<file path="config.mk">
export PLATFORM = sky130hd
export DESIGN_NAME = line_follower_fsm
export DESIGN_NICKNAME = d
export VERILOG_FILES = /design/src/rtl/lf_pkg.sv /design/src/rtl/lf_sample_counter.sv /design/src/rtl/line_follower_fsm.sv
export SDC_FILE = /design/constraint.sdc
export NUM_CORES = 1
export LEC_CHECK = 0
export CORE_MARGIN = 1
export CORE_UTILIZATION = 46
export DETAILED_ROUTE_END_ITERATION = 8
export PLACE_DENSITY_LB_ADDON = 0.15
export SYNTH_ARGS = -nofsm -noshare
export SYNTH_HDL_FRONTEND = slang
export SYNTH_SLANG_ARGS = --single-unit
export TNS_END_PERCENT = 10
</file>
<file path="constraint.sdc">
create_clock -name clk_50M -period 3.6 [get_ports clk_50M]
set_clock_uncertainty 0.05 [all_clocks]
set_input_delay 0.72 -clock clk_50M [delete_from_list [all_inputs] [get_ports clk_50M]]
set_output_delay 0.72 -clock clk_50M [all_outputs]
set_load 0.1 [all_outputs]
</file>
<file path="src/rtl/lf_pkg.sv">
// lf_pkg: shared types, pin encodings and sensor classification for the line follower.
package lf_pkg;
  typedef enum logic [2:0] {S_IDLE, S_FOLLOW, S_TURN_R, S_TURN_L, S_NODE, S_LOST} state_t;
  typedef enum logic [1:0] {C_OFF, C_MID, C_ON} cls_t;
  localparam logic [1:0] DIR_FWD  = 2'b10;
  localparam logic [1:0] DIR_REV  = 2'b01;
  localparam logic [1:0] DIR_STOP = 2'b00;
  function automatic cls_t classify(input int unsigned s, input int unsigned hi, input int unsigned lo);
    return (s > hi) ? C_ON : (s < lo) ? C_OFF : C_MID;
  endfunction
endpackage

</file>
<file path="src/rtl/lf_sample_counter.sv">
// lf_sample_counter: saturating count of consecutive valid samples carrying an event.
module lf_sample_counter #(
  parameter int LIM = 3
) (
  input  logic clk,
  input  logic rst,
  input  logic clr,
  input  logic valid,
  input  logic ev,
  output logic hit
);
  localparam int W = $clog2(LIM + 1);
  localparam logic [W-1:0] TOP = W'(LIM);
  logic [W-1:0] count;
  // hit flags the sample that brings the count to its limit
  assign hit = valid && ev && (count >= TOP - 1'b1);
  always_ff @(posedge clk or posedge rst)
    if (rst) count <= '0;
    else if (clr) count <= '0;
    else if (valid) count <= !ev ? '0 : (count == TOP) ? count : count + 1'b1;
endmodule

</file>
<file path="src/rtl/line_follower_fsm.sv">
// line_follower_fsm: three-sensor line follower with node counting and lost-line stop.
module line_follower_fsm
  import lf_pkg::*;
#(
  parameter int          ADC_W      = 12,
  parameter int unsigned HI_THR     = 1000,
  parameter int unsigned LO_THR     = 200,
  parameter int          DC_W       = 4,
  parameter int          NODE_W     = 4,
  parameter int          NODE_DEB   = 3,
  parameter int          LOST_LIM   = 8,
  parameter logic [DC_W-1:0] DC_FWD     = DC_W'(4),
  parameter logic [DC_W-1:0] DC_TURN_HI = DC_W'(7),
  parameter logic [DC_W-1:0] DC_TURN_LO = DC_W'(3),
  parameter logic [DC_W-1:0] DC_NODE_HI = DC_W'(9),
  parameter logic [DC_W-1:0] DC_NODE_LO = DC_W'(5)
) (
  input  logic              clk_50M,
  input  logic              rst,
  input  logic              enable,
  input  logic              sample_valid,
  input  logic [ADC_W-1:0]  left,
  input  logic [ADC_W-1:0]  middle,
  input  logic [ADC_W-1:0]  right,
  output logic              m1_a,
  output logic              m1_b,
  output logic              m2_a,
  output logic              m2_b,
  output logic [DC_W-1:0]   dc1,
  output logic [DC_W-1:0]   dc2,
  output logic              node_flag,
  output logic              node_pulse,
  output logic [NODE_W-1:0] node_count,
  output logic              lost_line
);
  cls_t cl, cm, cr;
  state_t state, state_nx;
  logic all_on, all_off, any_on, centered, node_hit, lost_hit, declare;
  logic [1:0] m1_nx, m2_nx;
  logic [DC_W-1:0] dc1_nx, dc2_nx;

  assign cl = classify(32'(left), HI_THR, LO_THR);
  assign cm = classify(32'(middle), HI_THR, LO_THR);
  assign cr = classify(32'(right), HI_THR, LO_THR);
  assign all_on   = cl == C_ON && cm == C_ON && cr == C_ON;
  assign all_off  = cl == C_OFF && cm == C_OFF && cr == C_OFF;
  assign any_on   = cl == C_ON || cm == C_ON || cr == C_ON;
  assign centered = cl == C_OFF && cm == C_ON && cr == C_OFF;

  lf_sample_counter #(.LIM(NODE_DEB)) u_node_deb (
    .clk(clk_50M), .rst(rst), .clr(!enable), .valid(sample_valid), .ev(all_on), .hit(node_hit)
  );
  lf_sample_counter #(.LIM(LOST_LIM)) u_lost (
    .clk(clk_50M), .rst(rst), .clr(!enable), .valid(sample_valid), .ev(all_off), .hit(lost_hit)
  );

  always_comb begin
    state_nx = state;
    declare  = 1'b0;
    if (!enable) state_nx = S_IDLE;
    else if (sample_valid)
      case (state)
        S_IDLE: state_nx = S_FOLLOW;
        S_NODE: state_nx = centered ? S_FOLLOW : S_NODE;
        S_LOST: state_nx = any_on ? S_FOLLOW : S_LOST;
        default: begin
          declare  = node_hit;
          state_nx = node_hit ? S_NODE :
                     lost_hit ? S_LOST :
                     (cr == C_ON && cl == C_OFF) ? S_TURN_R :
                     (cl == C_ON && cr == C_OFF) ? S_TURN_L :
                     centered ? S_FOLLOW : state;
        end
      endcase
  end

  // outputs are decoded from the next state so they land in registers
  always_comb begin
    m1_nx  = (state_nx inside {S_FOLLOW, S_TURN_R, S_NODE}) ? DIR_FWD :
             (state_nx == S_TURN_L) ? DIR_REV : DIR_STOP;
    m2_nx  = (state_nx inside {S_FOLLOW, S_TURN_L}) ? DIR_FWD :
             (state_nx inside {S_TURN_R, S_NODE}) ? DIR_REV : DIR_STOP;
    dc1_nx = (state_nx == S_FOLLOW) ? DC_FWD : (state_nx == S_TURN_R) ? DC_TURN_HI :
             (state_nx == S_TURN_L) ? DC_TURN_LO : (state_nx == S_NODE) ? DC_NODE_HI : '0;
    dc2_nx = (state_nx == S_FOLLOW) ? DC_FWD : (state_nx == S_TURN_R) ? DC_TURN_LO :
             (state_nx == S_TURN_L) ? DC_TURN_HI : (state_nx == S_NODE) ? DC_NODE_LO : '0;
  end

  always_ff @(posedge clk_50M or posedge rst)
    if (rst) begin
      state        <= S_IDLE;
      {m1_a, m1_b} <= DIR_STOP;
      {m2_a, m2_b} <= DIR_STOP;
      dc1          <= '0;
      dc2          <= '0;
      node_flag    <= 1'b0;
      node_pulse   <= 1'b0;
      node_count   <= '0;
      lost_line    <= 1'b0;
    end else begin
      state        <= state_nx;
      {m1_a, m1_b} <= m1_nx;
      {m2_a, m2_b} <= m2_nx;
      dc1          <= dc1_nx;
      dc2          <= dc2_nx;
      node_flag    <= state_nx == S_NODE;
      node_pulse   <= declare;
      node_count   <= node_count + NODE_W'(declare);
      lost_line    <= state_nx == S_LOST;
    end
endmodule

</file>
==> run summary <==
Yosys reg bits: 25
Yosys cell types: 44
Worst-Skew Late Latency: 320 ps
H-tree Lvls: 1
# nets final: 260
Total Wirelength: 3380 um
Max cap viols: 0
Crit-path max FO: 6
DIE WIDTH: 57.6 um
Share of cells above drive strength 1: 0.0610
Min Hold Slack: 427 ps
Syn nets: 202
Detail Route Antenna Nets: 0
Headroom to the max-slew limit: 0.343
Worst EP arrival: 3210 ps
Drt first-iter violations: 87
Root Driver: clkbuf_4
Post-DP Area: 2010 sq um
Vias: 1,388
# clock sinks: 25
Fill cell count: 235
Post-synthesis compound-gate area fraction: 0.195
Multi-input logic area: 701 sq um
Met1 usage: 0.224
First-pass detailed-route iteration total: 6
Design area: 2040 sq um
Met3 GRT Util: 0.0544
Setup_tns: 0 ps
I/O Pins: 59
RSZ-0062 raised after global routing: no
Antenna violations before repair: 0
FMAX: 331 MHz
Total track usage: 0.215
Clk slew on worst S/H paths: 140 ps
Largest net degree at the start of global routing: 26
Critical Path RT: 3790 ps
Post-synthesis adder-cell area fraction: 0.0528
Leading cell types in the layout, fill and taps excluded: 57 x clkdlybuf4s50_1, 25 x dfrtp_1, 16 x inv_1
Overflow left after global routing: 0
Buffers added on ports: 57
CTS tree: yes
Utilization after layout: 0.715
Largest family of logic cells by synthesized area: simple AND/OR/NAND/NOR gates
Post-CTS resize count: 0
Ys flop type: dfrtp_1
Final min period: 3020 ps
Synth Warn #: 0
Final Cycle Share: 0.840
Core area: 2850 sq um
Crit start category: input port
Top Usage Layer GRT: met2
XOR/XNOR share of the synthesized area: 0.0185
Global-route wire length before repair: 5600 um
Area Overhead vs Synth: 43.6%
Met2 Track Usage GR: 0.422
Initial Util: 0.498
Die area: 3320 sq um
Hold buffer count at CTS: 0
FP Rows: 19
GPL Wtd Cong: 0.882
Worst setup EP type: register
Actual slew at the worst max-slew pin: 982 ps
Drt drc: 5
Mapped Area: 1420 sq um
Leakage: 0.000904 uW
Slew Viols, Final: 0
Max VDD drop: 0.343 mV
Ys async rst share: 1.00
Cells after synthesis: 156
Antenna diodes: 0
Outcome: finished, violations left
Register area: 626 sq um
Commonest non-fill, non-tap cell in the layout: clkdlybuf4s50_1
Failing checks: DRC
Postcts setup bufs: 0
Detail Placement HPWL: 2730 um
Total chip power: 653 uW
Simple-gate portion of the synthesized area: 0.224
Post-synth EDFFs: 0
Hold Vio Cnt, Final: 0
Final setup fails: 0
Die Span Y: 57.6 um
Vias in the first global route: 1,413
Pwr Density: 320 nW/um^2
Worst Setup Path Type: input port to register
WL per Instance: 13.9 um
Hold WC Path Type: register to register
Proportion of synthesized area in mux cells: 0
Clock Tree Buf Depth: 2
Sequential share of the synthesized area: 0.440
Post-Syn Area per Cell: 9.11 sq um
Via density: 5.69
CTS Buf Count: 3
## per-layer routing
layer  vias up  part of all wire
li1        673                 -
met1       650              0.38
met2        57              0.54
met3         8             0.070
met4         0             0.013
met5         -                 0
## per-stage QoR
step / std cells / setup WS (ps)
3_3_place_gp: 240 / 347
2_1_floorplan: 156 / 934
5_1_grt: 244 / 354
3_5_place_dp: 240 / 253
4_1_cts: 244 / 591
6_report: 244 / 576
## state kept, by name (all words and copies together), names as in the netlist
register and flops:
dc2 3, m2_b 1, state 3, m1_b 1, dc1 2, lost_line 1, m2_a 1, u_node_deb.count 2
u_lost.count 4, node_pulse 1, node_count 4, m1_a 1, node_flag 1
## critical path, cell delays in order
cell	delay [ps]
clkdlybuf4s50_1	470
nand2_2	80
o41a_1	490
nor3_4	300
a21oi_2	80
a311o_1	390
or4_1	550
o21ai_0	130
## where the power goes
group	internal [uW]	switching (uW)
clock	42.4	82.1
combinational	80.4	148
sequential	294	6.40
## cells by family after synthesis
| kind of cell | after synthesis |
|---|---|
| flops | 25 |
| buf+inv | 22 |
| other cells | 1 |
| compound gates | 38 |
| simple gates | 61 |
| fa+ha+maj | 6 |
| xor+xnor | 3 |
## synthesized netlist by cell type (2+ instances only)
master,n,area [sq um]
a21oi_1,6,30.0
ha_1,6,75.1
nand2_1,15,56.3
o22ai_1,2,12.5
nand3_1,9,45.0
o211ai_1,2,15.0
clkbuf_1,2,7.51
inv_1,16,60.1
o31ai_1,2,15.0
or4_1,2,15.0
nand4_1,2,12.5
o31a_1,2,17.5
and3_1,2,12.5
xnor2_1,2,17.5
dfrtp_1,25,626
nor2_1,12,45.0
buf_4,3,22.5
nor3_1,5,25.0
nor4_1,4,25.0
o21ai_0,11,55.1
nand2b_1,3,18.8
## final cells by class
class | count | area share
clock inverter | 1 | 0.00368
sequential | 25 | 0.307
multi-input combinational | 109 | 0.343
tap | 31 | 0.0190
inverter | 16 | 0.0294
clock buffer | 3 | 0.0110
timing repair buffer | 59 | 0.287
## worst paths after layout
path / startpoint / end / slack, ps / depth (start not counted)
max: right[7] / m2_b / 580 / 8
min: node_count[3] / node_count[3] / 430 / 1
max reg2reg: u_lost.count[0] / m2_b / 1110 / 8
min reg2reg: node_count[3] / node_count[3] / 430 / 1
max in group asynchronous: rst / state[1] / 2110 / 2
min in group asynchronous: rst / u_lost.count[2] / 830 / 2
(Power assumes the default switching activity.)
